### config.mk
export PLATFORM = sky130hd
export DESIGN_NAME = hsp_fifo_reader
export DESIGN_NICKNAME = d
export VERILOG_FILES = /design/src/rtl/hsp_fifo_reader.sv
export SDC_FILE = /design/constraint.sdc
export NUM_CORES = 1
export LEC_CHECK = 0
export CAP_MARGIN = 10
export CORE_UTILIZATION = 45
export DETAILED_ROUTE_END_ITERATION = 10
export PLACE_DENSITY_LB_ADDON = 0.25
export SETUP_SLACK_MARGIN = 0.4
export SLEW_MARGIN = 20
export SYNTH_ARGS = -nofsm -noshare
export SYNTH_HDL_FRONTEND = slang
export SYNTH_SLANG_ARGS = --single-unit
export TNS_END_PERCENT = 10
### constraint.sdc
create_clock -name array_clk -period 2.7 [get_ports array_clk]
set_input_delay 0.54 -clock array_clk [delete_from_list [all_inputs] [get_ports array_clk]]
set_output_delay 0.54 -clock array_clk [all_outputs]
set_load 0.005 [all_outputs]
### src/rtl/hsp_fifo_reader.sv
`default_nettype none
// +--------------------------------------------------------------------------+
// | Module   : hsp_fifo_reader                                               |
// | Purpose  : Read-side controller for the hit summary FIFO; filters null   |
// |            entries and presents hits on a valid/ready interface.         |
// | Revision : 1.0                                                           |
// +--------------------------------------------------------------------------+
module hsp_fifo_reader #(
  parameter int LENGTH_COUNTER = 8,
  parameter int READ_LATENCY   = 1
) (
  input  logic                          array_clk,
  input  logic                          reset,
  input  logic                          drain_en,
  input  logic                          fifo_empty,
  output logic                          read_HSP,
  input  logic [LENGTH_COUNTER-1:0]     hit_add_inQ_UnGap,
  input  logic [LENGTH_COUNTER-1:0]     hit_add_inS_UnGap,
  input  logic [LENGTH_COUNTER-1:0]     hit_length_UnGap,
  output logic                          hit_valid,
  input  logic                          hit_ready,
  output logic [3*LENGTH_COUNTER-1:0]   hit_data,
  output logic [LENGTH_COUNTER-1:0]     hit_count,
  output logic [LENGTH_COUNTER-1:0]     drop_count
);

  typedef enum logic [2:0] {
    ST_IDLE    = 3'd0,
    ST_READ    = 3'd1,
    ST_WAIT    = 3'd2,
    ST_CAPTURE = 3'd3,
    ST_HOLD    = 3'd4
  } state_t;

  localparam int                        WAIT_W    = 3;
  localparam logic [WAIT_W-1:0]         WAIT_INIT = WAIT_W'(READ_LATENCY - 1);
  localparam logic [WAIT_W-1:0]         WAIT_ONE  = WAIT_W'(1);
  localparam logic [LENGTH_COUNTER-1:0] CNT_MAX   = '1;
  localparam logic [LENGTH_COUNTER-1:0] CNT_ONE   = LENGTH_COUNTER'(1);

  state_t                        state_q, state_d;
  logic [WAIT_W-1:0]             wait_cnt_q, wait_cnt_d;
  logic                          read_hsp_q, read_hsp_d;
  logic                          hit_valid_q, hit_valid_d;
  logic [3*LENGTH_COUNTER-1:0]   hit_data_q, hit_data_d;
  logic [LENGTH_COUNTER-1:0]     hit_count_q, hit_count_d;
  logic [LENGTH_COUNTER-1:0]     drop_count_q, drop_count_d;

  always_comb begin
    state_d      = state_q;
    wait_cnt_d   = wait_cnt_q;
    read_hsp_d   = 1'b0;
    hit_valid_d  = hit_valid_q;
    hit_data_d   = hit_data_q;
    hit_count_d  = hit_count_q;
    drop_count_d = drop_count_q;
    case (state_q)
      ST_IDLE: begin
        // The strobe is raised on entry to READ so it is a plain flop output.
        if (drain_en && !fifo_empty) begin
          state_d    = ST_READ;
          read_hsp_d = 1'b1;
        end
      end
      ST_READ: begin
        wait_cnt_d = WAIT_INIT;
        state_d    = (READ_LATENCY == 1) ? ST_CAPTURE : ST_WAIT;
      end
      ST_WAIT: begin
        wait_cnt_d = wait_cnt_q - WAIT_ONE;
        if (wait_cnt_q == WAIT_ONE) begin
          state_d = ST_CAPTURE;
        end
      end
      ST_CAPTURE: begin
        if (hit_length_UnGap != '0) begin
          hit_data_d  = {hit_add_inQ_UnGap, hit_add_inS_UnGap, hit_length_UnGap};
          hit_valid_d = 1'b1;
          state_d     = ST_HOLD;
        end else begin
          if (drop_count_q != CNT_MAX) begin
            drop_count_d = drop_count_q + CNT_ONE;
          end
          state_d = ST_IDLE;
        end
      end
      ST_HOLD: begin
        if (hit_ready) begin
          hit_valid_d = 1'b0;
          if (hit_count_q != CNT_MAX) begin
            hit_count_d = hit_count_q + CNT_ONE;
          end
          state_d = ST_IDLE;
        end
      end
      default: state_d = ST_IDLE;
    endcase
  end

  always_ff @(posedge array_clk) begin
    if (reset) begin
      state_q      <= ST_IDLE;
      wait_cnt_q   <= '0;
      read_hsp_q   <= 1'b0;
      hit_valid_q  <= 1'b0;
      hit_data_q   <= '0;
      hit_count_q  <= '0;
      drop_count_q <= '0;
    end else begin
      state_q      <= state_d;
      wait_cnt_q   <= wait_cnt_d;
      read_hsp_q   <= read_hsp_d;
      hit_valid_q  <= hit_valid_d;
      hit_data_q   <= hit_data_d;
      hit_count_q  <= hit_count_d;
      drop_count_q <= drop_count_d;
    end
  end

  assign read_HSP   = read_hsp_q;
  assign hit_valid  = hit_valid_q;
  assign hit_data   = hit_data_q;
  assign hit_count  = hit_count_q;
  assign drop_count = drop_count_q;

endmodule
`default_nettype wire

==> flow_summary_export.csv <==
group,metric,value,unit
status,status,"complete, no violations",
sta,setup_violations,0,
clocking,root_buffer,"clkbuf_8",
synth,synth_top_cell_area_share,0.464,
clocking,cts_tree,"done",
worst_setup_path,arrival,2.32,ns
detailed_routing,drt-pass1-iter-count,4,
sta,fin_crit,2.12,ns
power,ir_worst_vdd,406,uV
clocking,cts_sinks,48,
placed_design,gp_congestion,0.730,
finish,antenna_cells,0,
worst_setup_path,path_class,"primary input to flip-flop",
synth,synth.largest_area_cell,"dfxtp_1",
finish,layout-drive-gt1-share,0.0654,
sta,rsz0062_at_grt,"false",
clocking,insertion_delay,0.30,ns
detailed_routing,drt_iter0_drc,82,
clocking,cts_buffer_depth,2,
synth,syn_inst,240,
floorplan,rows,24,
finish,nFillCells,408,
worst_setup_path,crit_path_max_fanout,15,
worst_setup_path,cp-startpoint,"hit_length_UnGap[0]",
synth,avgSynthCellArea,8.63,um2
global_routing,grt_pass1_wl,7580,um
placed_design,placed_cells,350,
clocking,htree_levels,2,
worst_setup_path,worstSetupEndpointType,"flip-flop",
sta,setup_slack,0.577,ns
worst_setup_path,reg2reg_from,"state_q[0]$_SDFFE_PP0P_",
clocking,cts_hold_buf,0,
synth,synth-seq-cells,48,
detailed_routing,vias,1894,
floorplan,io_pins,71,
worst_setup_path,cp-start-kind,"primary input",
detailed_routing,viasPerCell,5.29,
sta,slew_viol_final,0,
power,power_density,552,mW/mm2
synth,ys_types,46,
floorplan,initial_core_util,0.473,
min_path,hold_class,"flip-flop to flip-flop",
synth,ys.flop_type,"dfxtp_1",
finish,final_nets,338,
detailed_routing,wl_per_cell,12.7,um
sta,fmax,471,MHz
synth,async_reset_ff_frac,0,
clocking,clk_pin_slew,0.08,ns
power,p_leak,0.961,nW
sta,holdWs,0.457,ns
clocking,cts_setup_buffers,0,
synth,synth_common_cells,"48 x dfxtp_1, 48 x nand2_1, 37 x a21oi_1, 12 x nor2_1, 7 x nand3_1",
worst_setup_path,crit_required,2.89,ns
finish,stdcell_count,358,
sta,finClkSkew,0.00468,ns
floorplan,coreArea,0.00438,mm2
synth,syn_nets,273,
synth,synth_seq_area_share,0.464,
run,maxCapViolCount,0,
placed_design,portBuffers,70,
global_routing,grt_overflow_total,0,
sta,min_period_over_period,0.786,
sta,fin_setup_tns,0,ns
global_routing,grt.total_usage,0.191,
floorplan,die_w,69.9,um
detailed_routing,ant_nets,0,
global_routing,antenna_found_initial,0,
clocking,cts.repair.resized,0,
min_path,min_from,"hit_data[10]$_SDFFE_PP0P_",
placed_design,dp_hpwl,3160,um
detailed_routing,routed_wl,4530,um
clocking,cts_buffers,5,
global_routing,grt_max_degree,28,
sta,slew_headroom,0.597,
power,power.total,0.00159,W
floorplan,die_h,69.9,um
synth,synth_edf_count,0,
global_routing,grt_pass1_vias,1643,
sta,tightest_slew,0.603,ns
synth,syn-cell-area,0.00207,mm2
synth,synth_area_leaders,"dfxtp_1 46%, a21oi_1 8.9%, nand2_1 8.7%",
finish,area_growth_syn_to_layout,39.3,%
floorplan,die_area,0.00488,mm2
synth,ys_warn_count,0,
sta,hold_viol,0,
placed_design,dpl_worst_slack,0.236,ns
detailed_routing,drc_errors,0,
-- path summary, 6_finish.rpt --
check                                                   to  slack (ns)  cells after the start
worst max-delay path            drop_count[5]$_SDFFE_PP0P_        0.58                      5
worst min-delay path             hit_data[10]$_SDFFE_PP0P_        0.46                      2
worst max register to register  drop_count[5]$_SDFFE_PP0P_        0.68                      4
worst min register to register   hit_data[10]$_SDFFE_PP0P_        0.46                      2
-- sequential cells by signal (all words and copies together) (netlist names) --
name	flops
read_HSP	1
wait_cnt_q	3
state_q	3
hit_valid	1
drop_count	8
hit_count	8
hit_data	24
-- cell type report --
cell class	count	area (um2)	share of cell area
Clock buffer	6	72.6	0.0252
Clock inverter	2	35.0	0.0121
Inverter	4	15.0	0.00520
Multi-Input combinational cell	173	1020	0.353
Sequential cell	48	961	0.333
Tap cell	52	65.1	0.0225
Timing Repair Buffer	73	718	0.249
-- layer usage --
metal,vias to the layer above,GRT usage,wire length [um]
met3,7,0.0563,260
met4,0,0.0467,36
met1,868,0.239,2080
li1,974,-,-
met2,45,0.323,2160
met5,-,0,0
-- where the power goes --
group	internal (W)	leakage, nW	switching (W)
combinational	0.000156	0.518	0.000124
clock	0.000275	0.0552	0.000232
sequential	0.000755	0.388	0.0000504
total	0.00119	0.961	0.000407
-- metrics by stage --
| stage | instance area, um2 | util |
|---|---|---|
| after floorplan | 2070 | - |
| after global placement | 2780 | 0.634 |
| after detailed placement | 2780 | 0.634 |
| after CTS | 2890 | 0.658 |
| after global routing | 2890 | 0.658 |
| final | 2890 | 0.658 |
-- worst max-delay path: stages --
cell	delay, ns
clkdlybuf4s50_1	0.46
nor4_4	0.44
nand3_4	0.20
nor4_1	0.31
mux2_2	0.36
-- placed cells by master, fill, tap and decap left out, types with 2 or more instances in the layout --
master,count
a22oi_1,3
mux2i_1,2
ha_1,4
nor3_1,2
nand4_1,3
or3_1,4
nand3_1,7
nor4_4,2
a21oi_1,37
xor2_1,2
inv_1,4
dfxtp_1,48
nor2_1,12
o31ai_1,6
o41ai_1,2
nand2_1,48
clkdlybuf4s50_1,69
nand2b_1,4
o21ai_0,6
and3_1,2
clkbuf_8,5
or4_1,6
buf_4,3
-- cells by family after synthesis --
logic type / synth area share
AO/OA/AOI/OAI: 0.183
XOR/XNOR: 0.0127
adder cells (fa/ha/maj): 0.0242
buffers and inverters: 0.0447
flip-flops: 0.464
multiplexers: 0.0151
AND/OR/NAND/NOR: 0.257
No activity file was read; power rests on OpenSTA's default activity.
